[config.mk]
export PLATFORM = sky130hd
export DESIGN_NAME = pipelined_control_unit_flat
export DESIGN_NICKNAME = d
export VERILOG_FILES = /design/src/rtl/pipelined_control_unit_if.sv /design/src/rtl/pipelined_control_unit.sv /design/src/flat_wrapper.sv
export SDC_FILE = /design/constraint.sdc
export NUM_CORES = 1
export LEC_CHECK = 0
export ABC_AREA = 1
export BUFFER_PORTS_ARGS = -buffer_cell sky130_fd_sc_hd__buf_4
export CORE_ASPECT_RATIO = 0.75
export CORE_MARGIN = 2
export CORE_UTILIZATION = 45
export CTS_BUF_LIST = sky130_fd_sc_hd__clkbuf_4
export CTS_CLUSTER_SIZE = 12
export DETAILED_ROUTE_END_ITERATION = 16
export PLACE_DENSITY = 0.9
export SKIP_CTS_REPAIR_TIMING = 1
export SYNTH_ARGS = -nofsm -noshare
export SYNTH_HDL_FRONTEND = slang
export SYNTH_SLANG_ARGS = --single-unit
export TNS_END_PERCENT = 20
[constraint.sdc]
create_clock -name clk -period 1.4 [get_ports clk]
set_clock_uncertainty 0.15 [all_clocks]
set_input_delay 0.07 -clock clk [delete_from_list [all_inputs] [get_ports clk]]
set_output_delay 0.07 -clock clk [all_outputs]
set_load 0.01 [all_outputs]
[src/rtl/pipelined_control_unit_if.sv]
// Handshake bundle between the IF/ID front end and the pipeline control unit.
// master drives the instruction and status inputs; slave is the control unit itself.
interface pipelined_control_unit_if #(
    parameter int ALUOP_W = 4,
    parameter int REG_AW  = 5
);
    logic [31:0]        id_instr;
    logic               ex_redirect;
    logic               mem_busy;
    logic               stall;
    logic               flush;
    logic               ex_branch;
    logic               ex_jump;
    logic               ex_alusrc;
    logic [ALUOP_W-1:0] ex_aluop;
    logic               ex_memread;
    logic [REG_AW-1:0]  ex_rd;
    logic               mem_memread;
    logic               mem_memwrite;
    logic [REG_AW-1:0]  mem_rd;
    logic               wb_regwrite;
    logic               wb_memtoreg;
    logic [REG_AW-1:0]  wb_rd;

    modport master (
        output id_instr, ex_redirect, mem_busy,
        input  stall, flush, ex_branch, ex_jump, ex_alusrc, ex_aluop, ex_memread, ex_rd,
               mem_memread, mem_memwrite, mem_rd, wb_regwrite, wb_memtoreg, wb_rd
    );

    modport slave (
        input  id_instr, ex_redirect, mem_busy,
        output stall, flush, ex_branch, ex_jump, ex_alusrc, ex_aluop, ex_memread, ex_rd,
               mem_memread, mem_memwrite, mem_rd, wb_regwrite, wb_memtoreg, wb_rd
    );
endinterface

[src/rtl/pipelined_control_unit.sv]
// Decode and ID/EX -> EX/MEM -> MEM/WB control pipeline for a 5-stage RISC-V core,
// with load-use stall counter, redirect bubbles and a global freeze on mem_busy.
module pipelined_control_unit #(
    parameter int ALUOP_W         = 4,
    parameter int REG_AW          = 5,
    parameter int LU_STALL_CYCLES = 1,
    parameter int JAL_EN          = 0
) (
    input logic                     clk,
    input logic                     reset,
    pipelined_control_unit_if.slave bus
);
    localparam logic [6:0] OP_R    = 7'b0110011;
    localparam logic [6:0] OP_LD   = 7'b0000011;
    localparam logic [6:0] OP_ADDI = 7'b0010011;
    localparam logic [6:0] OP_SD   = 7'b0100011;
    localparam logic [6:0] OP_BEQ  = 7'b1100011;
    localparam logic [6:0] OP_JAL  = 7'b1101111;

    localparam logic [2:0] LU_RELOAD = 3'(LU_STALL_CYCLES - 1);

    typedef struct packed {
        logic               branch;
        logic               jump;
        logic               alusrc;
        logic [ALUOP_W-1:0] aluop;
        logic               memread;
        logic               memwrite;
        logic               regwrite;
        logic               memtoreg;
        logic [REG_AW-1:0]  rd;
    } ex_ctrl_t;

    typedef struct packed {
        logic              memread;
        logic              memwrite;
        logic              regwrite;
        logic              memtoreg;
        logic [REG_AW-1:0] rd;
    } mem_ctrl_t;

    typedef struct packed {
        logic              regwrite;
        logic              memtoreg;
        logic [REG_AW-1:0] rd;
    } wb_ctrl_t;

    ex_ctrl_t          dec;
    ex_ctrl_t          idex_q;
    mem_ctrl_t         exmem_q;
    wb_ctrl_t          memwb_q;
    logic [2:0]        cnt_q;
    logic              uses_rs2;
    logic              hz;
    logic              bubble;
    logic [6:0]        opcode;
    logic [REG_AW-1:0] rs1;
    logic [REG_AW-1:0] rs2;
    logic              unused_instr_bits;

    assign opcode            = bus.id_instr[6:0];
    assign rs1               = REG_AW'(bus.id_instr[19:15]);
    assign rs2               = REG_AW'(bus.id_instr[24:20]);
    assign unused_instr_bits = &{1'b0, bus.id_instr[31:25], bus.id_instr[14:12]};

    always_comb begin
        // NOTE: every combinational output gets a default first so no path infers a latch.
        dec      = '0;
        uses_rs2 = 1'b0;
        case (opcode)
            OP_R: begin
                dec.regwrite = 1'b1;
                dec.aluop    = ALUOP_W'(2'd2);
                uses_rs2     = 1'b1;
            end
            OP_LD: begin
                dec.memread  = 1'b1;
                dec.memtoreg = 1'b1;
                dec.alusrc   = 1'b1;
                dec.regwrite = 1'b1;
            end
            OP_ADDI: begin
                dec.alusrc   = 1'b1;
                dec.regwrite = 1'b1;
            end
            OP_SD: begin
                dec.memwrite = 1'b1;
                dec.alusrc   = 1'b1;
                uses_rs2     = 1'b1;
            end
            OP_BEQ: begin
                dec.branch = 1'b1;
                dec.aluop  = ALUOP_W'(2'd1);
                uses_rs2   = 1'b1;
            end
            OP_JAL: begin
                if (JAL_EN != 0) begin
                    dec.jump     = 1'b1;
                    dec.regwrite = 1'b1;
                end
            end
            default: ;
        endcase
        // A non-writing instruction must never look like a hazard source downstream.
        dec.rd = dec.regwrite ? REG_AW'(bus.id_instr[11:7]) : '0;
    end

    assign hz = idex_q.memread && (idex_q.rd != '0) &&
                ((idex_q.rd == rs1) || (uses_rs2 && (idex_q.rd == rs2)));

    // Priority: reset, then freeze, then redirect, then load-use stall.
    always_comb begin
        bus.stall = 1'b0;
        bus.flush = 1'b0;
        bubble    = 1'b0;
        if (reset) begin
            bus.stall = 1'b0;
        end else if (bus.mem_busy) begin
            bus.stall = 1'b1;
        end else if (bus.ex_redirect) begin
            bus.flush = 1'b1;
            bubble    = 1'b1;
        end else if ((cnt_q != 3'd0) || hz) begin
            bus.stall = 1'b1;
            bubble    = 1'b1;
        end
    end

    // NOTE: state registers use non-blocking assignments so every stage samples the pre-edge values.
    always_ff @(posedge clk or posedge reset) begin
        if (reset) begin
            idex_q  <= '0;
            exmem_q <= '0;
            memwb_q <= '0;
            cnt_q   <= 3'd0;
        end else if (!bus.mem_busy) begin
            idex_q  <= bubble ? '0 : dec;
            exmem_q <= '{memread:  idex_q.memread,
                         memwrite: idex_q.memwrite,
                         regwrite: idex_q.regwrite,
                         memtoreg: idex_q.memtoreg,
                         rd:       idex_q.rd};
            memwb_q <= '{regwrite: exmem_q.regwrite,
                         memtoreg: exmem_q.memtoreg,
                         rd:       exmem_q.rd};
            if (bus.ex_redirect)    cnt_q <= 3'd0;
            else if (cnt_q != 3'd0) cnt_q <= cnt_q - 3'd1;
            else if (hz)            cnt_q <= LU_RELOAD;
        end
    end

    assign bus.ex_branch    = idex_q.branch;
    assign bus.ex_jump      = idex_q.jump;
    assign bus.ex_alusrc    = idex_q.alusrc;
    assign bus.ex_aluop     = idex_q.aluop;
    assign bus.ex_memread   = idex_q.memread;
    assign bus.ex_rd        = idex_q.rd;
    assign bus.mem_memread  = exmem_q.memread;
    assign bus.mem_memwrite = exmem_q.memwrite;
    assign bus.mem_rd       = exmem_q.rd;
    assign bus.wb_regwrite  = memwb_q.regwrite;
    assign bus.wb_memtoreg  = memwb_q.memtoreg;
    assign bus.wb_rd        = memwb_q.rd;
endmodule

[src/flat_wrapper.sv]
// flat-port wrapper written by rule: the top's interface ports become plain ports
module pipelined_control_unit_flat 
#(
    parameter int ALUOP_W         = 4,
    parameter int REG_AW          = 5,
    parameter int LU_STALL_CYCLES = 1,
    parameter int JAL_EN          = 0
)
  (clk, reset, bus_id_instr, bus_ex_redirect, bus_mem_busy, bus_stall, bus_flush, bus_ex_branch, bus_ex_jump, bus_ex_alusrc, bus_ex_aluop, bus_ex_memread, bus_ex_rd, bus_mem_memread, bus_mem_memwrite, bus_mem_rd, bus_wb_regwrite, bus_wb_memtoreg, bus_wb_rd);
  pipelined_control_unit_if #(.ALUOP_W(ALUOP_W), .REG_AW(REG_AW)) bus_i ();
  input logic clk;
  input logic reset;
  input wire logic [$bits(bus_i.id_instr)-1:0] bus_id_instr;
  input wire logic [$bits(bus_i.ex_redirect)-1:0] bus_ex_redirect;
  input wire logic [$bits(bus_i.mem_busy)-1:0] bus_mem_busy;
  output wire logic [$bits(bus_i.stall)-1:0] bus_stall;
  output wire logic [$bits(bus_i.flush)-1:0] bus_flush;
  output wire logic [$bits(bus_i.ex_branch)-1:0] bus_ex_branch;
  output wire logic [$bits(bus_i.ex_jump)-1:0] bus_ex_jump;
  output wire logic [$bits(bus_i.ex_alusrc)-1:0] bus_ex_alusrc;
  output wire logic [$bits(bus_i.ex_aluop)-1:0] bus_ex_aluop;
  output wire logic [$bits(bus_i.ex_memread)-1:0] bus_ex_memread;
  output wire logic [$bits(bus_i.ex_rd)-1:0] bus_ex_rd;
  output wire logic [$bits(bus_i.mem_memread)-1:0] bus_mem_memread;
  output wire logic [$bits(bus_i.mem_memwrite)-1:0] bus_mem_memwrite;
  output wire logic [$bits(bus_i.mem_rd)-1:0] bus_mem_rd;
  output wire logic [$bits(bus_i.wb_regwrite)-1:0] bus_wb_regwrite;
  output wire logic [$bits(bus_i.wb_memtoreg)-1:0] bus_wb_memtoreg;
  output wire logic [$bits(bus_i.wb_rd)-1:0] bus_wb_rd;
  assign bus_i.id_instr = bus_id_instr;
  assign bus_i.ex_redirect = bus_ex_redirect;
  assign bus_i.mem_busy = bus_mem_busy;
  assign bus_stall = bus_i.stall;
  assign bus_flush = bus_i.flush;
  assign bus_ex_branch = bus_i.ex_branch;
  assign bus_ex_jump = bus_i.ex_jump;
  assign bus_ex_alusrc = bus_i.ex_alusrc;
  assign bus_ex_aluop = bus_i.ex_aluop;
  assign bus_ex_memread = bus_i.ex_memread;
  assign bus_ex_rd = bus_i.ex_rd;
  assign bus_mem_memread = bus_i.mem_memread;
  assign bus_mem_memwrite = bus_i.mem_memwrite;
  assign bus_mem_rd = bus_i.mem_rd;
  assign bus_wb_regwrite = bus_i.wb_regwrite;
  assign bus_wb_memtoreg = bus_i.wb_memtoreg;
  assign bus_wb_rd = bus_i.wb_rd;
  pipelined_control_unit #(.ALUOP_W(ALUOP_W), .REG_AW(REG_AW), .LU_STALL_CYCLES(LU_STALL_CYCLES), .JAL_EN(JAL_EN)) u_core (.clk(clk), .reset(reset), .bus(bus_i));
endmodule
==> summary.md <==
| Metric | Value |
|---|---|
| CTS sink cnt | `30` |
| Initial drt markers | `84` |
| N_diodes | `0` |
| Worst reg2reg path startpoint | `u_core.bus.ex_rd[1]` |
| Die Wd | `roughly 74 um` |
| Pwr dens | `roughly 750 mW/mm2` |
| Vias in the first global route | `1,479` |
| Timing-limited maximum frequency | `505 MHz` |
| Total grt overflow | `0` |
| Hold WC Path Type | `input pin to flip-flop` |
| Cts bufs inserted | `5` |
| EDFF count, synth | `0` |
| Async SR Flop Fraction | `1.00` |
| Clk root buf | `clkbuf_4` |
| Row count | `19` |
| R2R Setup Slk | `-0.45 ns` |
| # DRC | `0` |
| CTS tree | `done` |
| Ratio of cells with drive above 1 in the final layout | `0.383` |
| Drt pass-1 iters | `4` |
| R2r endpoint | `u_core.cnt_q[0]` |
| Fill cells | `slightly below 300` |
| Main synth FF type | `dfrtp_1` |
| Failing checks | `negative hold slack, negative setup slack` |
| CORE AREA | `around 0.0036 mm2` |
| Min-Delay Path Depth | `2` |
| Routed Antenna Nets | `0` |
| YS warnings | `0` |
| CTS H-tree depth | `2` |
| Pre-CTS WS | `-0.343 ns` |
| Outcome | `finished, violations left` |
| Final Cell Area | `around 0.0024 mm2` |
| Vias/cell | `4.70` |
| Final Hold Fails | `2` |
| Die Span Y | `between 50 and 60 um` |
| Flops & latches, synth | `30` |
| Most frequent cells in the layout | `buf_4 (79), nand2_1 (73), dfrtp_1 (29)` |
| Num ports | `65` |
| Critical Path Sink Type | `primary output` |
| Netlist cell types | `23` |
| Nets | `between 300 and 400` |
| Minimum clock period after layout | `about 2.0 ns` |
| Final worst path period share | `1.41` |
| Commonest non-fill, non-tap cell in the layout | `buf_4` |
| RSZ-0062 raised after global routing | `yes` |
| Placed inst area | `approximately 0.0021 mm2` |
| I/O Buffers | `between 50 and 60` |
| Layout overhead on the synthesized area | `46.5%` |
| Post-Synthesis Cells | `roughly 210` |
| Clock Latency Late Sink | `about 0.34 ns` |
| Drt wl/cell | `12.3 um` |
| Die area | `0.00417 mm2` |
| Largest net degree at the start of global routing | `20` |
| Initial antenna violation count | `0` |
| Max-slew violations | `0` |
| DR vias | `1,608` |
| Max IR drop VDD | `approximately 0.47 mV` |
| Clock buffer depth | `2` |
| Leak | `1.37 nW` |
| Synthesized area per cell | `between 7 and 8 um2` |
| Initial Utilization | `0.459` |
| Drt total wl | `between 4000 and 5000 um` |
| Kind of critical path | `flip-flop to primary output` |
| Setup Viol. Count Final | `17` |
| Total of max-cap violations | `0` |
| Maximum net fanout on the critical path | `4` |
| Critical Path Start Type | `flip-flop` |
| Critical hold path startpoint | `bus_mem_busy` |
| Worst hold slack | `-0.180 ns` |
| Dpl hpwl | `slightly above 3000 um` |
| Global-route wire length before repair | `roughly 6300 um` |
| Final worst setup slack | `-0.580 ns` |
| Synthesized area | `0.00165 mm2` |
| Arrival time at the worst endpoint | `around 1.8 ns` |
| Min-Delay Endpoint | `u_core.bus.mem_rd[3]` |
| Final Wtd Congestion | `0.846` |
| Reg clk slew, reported paths | `roughly 0.09 ns` |
| R2R depth | `11` |
| Post-synthesis sequential area ratio | `0.456` |
| Tot GR Track Use | `0.199` |
| Critical Path RT | `between 1 and 1.5 ns` |
[report_power, final]
| part | leakage [nW] | switching, mW | internal [mW] |
|---|---|---|---|
| Clock | 0.0450 | 0.308 | 0.370 |
| Sequential | 0.417 | 0.00751 | 0.875 |
| Combinational | 0.913 | 0.132 | 0.125 |
[cells by family (layout without fill, tap and decap cells)]
family                     Yosys count  count (layout)  synth area share
and+or+nand+nor                    113             114             0.295
buffers and inverters               42             118             0.134
DFF                                 30              30             0.456
AOI/OAI and AO/OA                   14              14            0.0494
xor gates and xnor gates             9               9            0.0478
adders and majority gates            2               2            0.0152
other                                1               3           0.00228
[worst max-delay path by stage]
| stage | cells after the start | end | start |
|---|---|---|---|
| floorplan | 13 | u_core.bus.ex_alusrc | u_core.bus.ex_rd[1] |
| global placement | 12 | u_core.bus.ex_aluop[0] | u_core.bus.ex_rd[1] |
| detailed placement | 10 | u_core.bus.ex_branch | u_core.bus.ex_rd[0] |
| CTS | 10 | bus_stall | u_core.bus.ex_rd[0] |
| global route | 10 | bus_stall | u_core.bus.ex_rd[1] |
| finish | 10 | bus_stall | u_core.bus.ex_rd[1] |
[synth_stat cells (2+ instances only)]
cell type,number,area [um2]
ha_1,2,25.0
xor2_1,7,61.3
dfrtp_1,30,751
clkbuf_1,5,18.8
o21ai_0,8,40.0
nand2_2,3,18.8
nor2_1,14,52.6
nand3_2,5,50.1
nand2_1,75,282
nand3_1,9,45.0
xnor2_1,2,17.5
o21ai_1,3,15.0
buf_4,15,113
a21oi_1,2,10.0
nor3_1,4,20.0
inv_1,20,75.1
[layer usage]
metal / GRT usage / wire length (um) / vias up
met5: 0 / 0 / -
met4: 0.0805 / 99 / 0
met3: 0.0521 / 251 / 11
met2: 0.324 / 2070 / 58
met1: 0.250 / 1790 / 753
li1: - / - / 786
[cell type report]
type,count,area (um2),area share
flip-flops and latches,30,752,0.311
clock inverters,3,40.0,0.0166
repair buffers,89,696,0.288
multi-input cells,142,746,0.309
inverters,21,78.8,0.0326
clock buffers,5,37.5,0.0155
well taps,52,65.1,0.0269
[critical path: stages (launching register included)]
cell and delay, ns:
dfrtp_1 0.43, buf_4 0.16, xor2_1 0.15, nor2_1 0.11, nand3_2 0.08, nand2_2 0.08, nand2_2 0.05, nand2_1 0.05
nand2_1 0.06, a21oi_2 0.12, buf_4 0.14
[flip-flops by register name, indices dropped and copies added (netlist names), 2 cells and up]
| signal | flops |
|---|---|
| u_core.bus.wb_rd | 5 |
| u_core.bus.ex_rd | 5 |
| u_core.bus.mem_rd | 5 |
| u_core.bus.ex_aluop | 2 |
| u_core.idex_q | 3 |
| u_core.cnt_q | 3 |
[per-stage QoR]
step | total power [mW] | instances | hold slack (ns) | utilization | setup TNS [ns]
global placement | 1.12 | 320 | -0.0301 | 0.598 | -2.27
global route | 1.88 | 342 | -0.186 | 0.673 | -7.53
detailed placement | 1.12 | 320 | -0.0211 | 0.598 | -4.76
floorplan | 1.01 | 213 | 0.0108 | - | -0.832
CTS | 1.79 | 328 | -0.389 | 0.620 | -5.38
finish | 1.82 | 342 | -0.180 | 0.673 | -6.04
(Power assumes the default switching activity.)
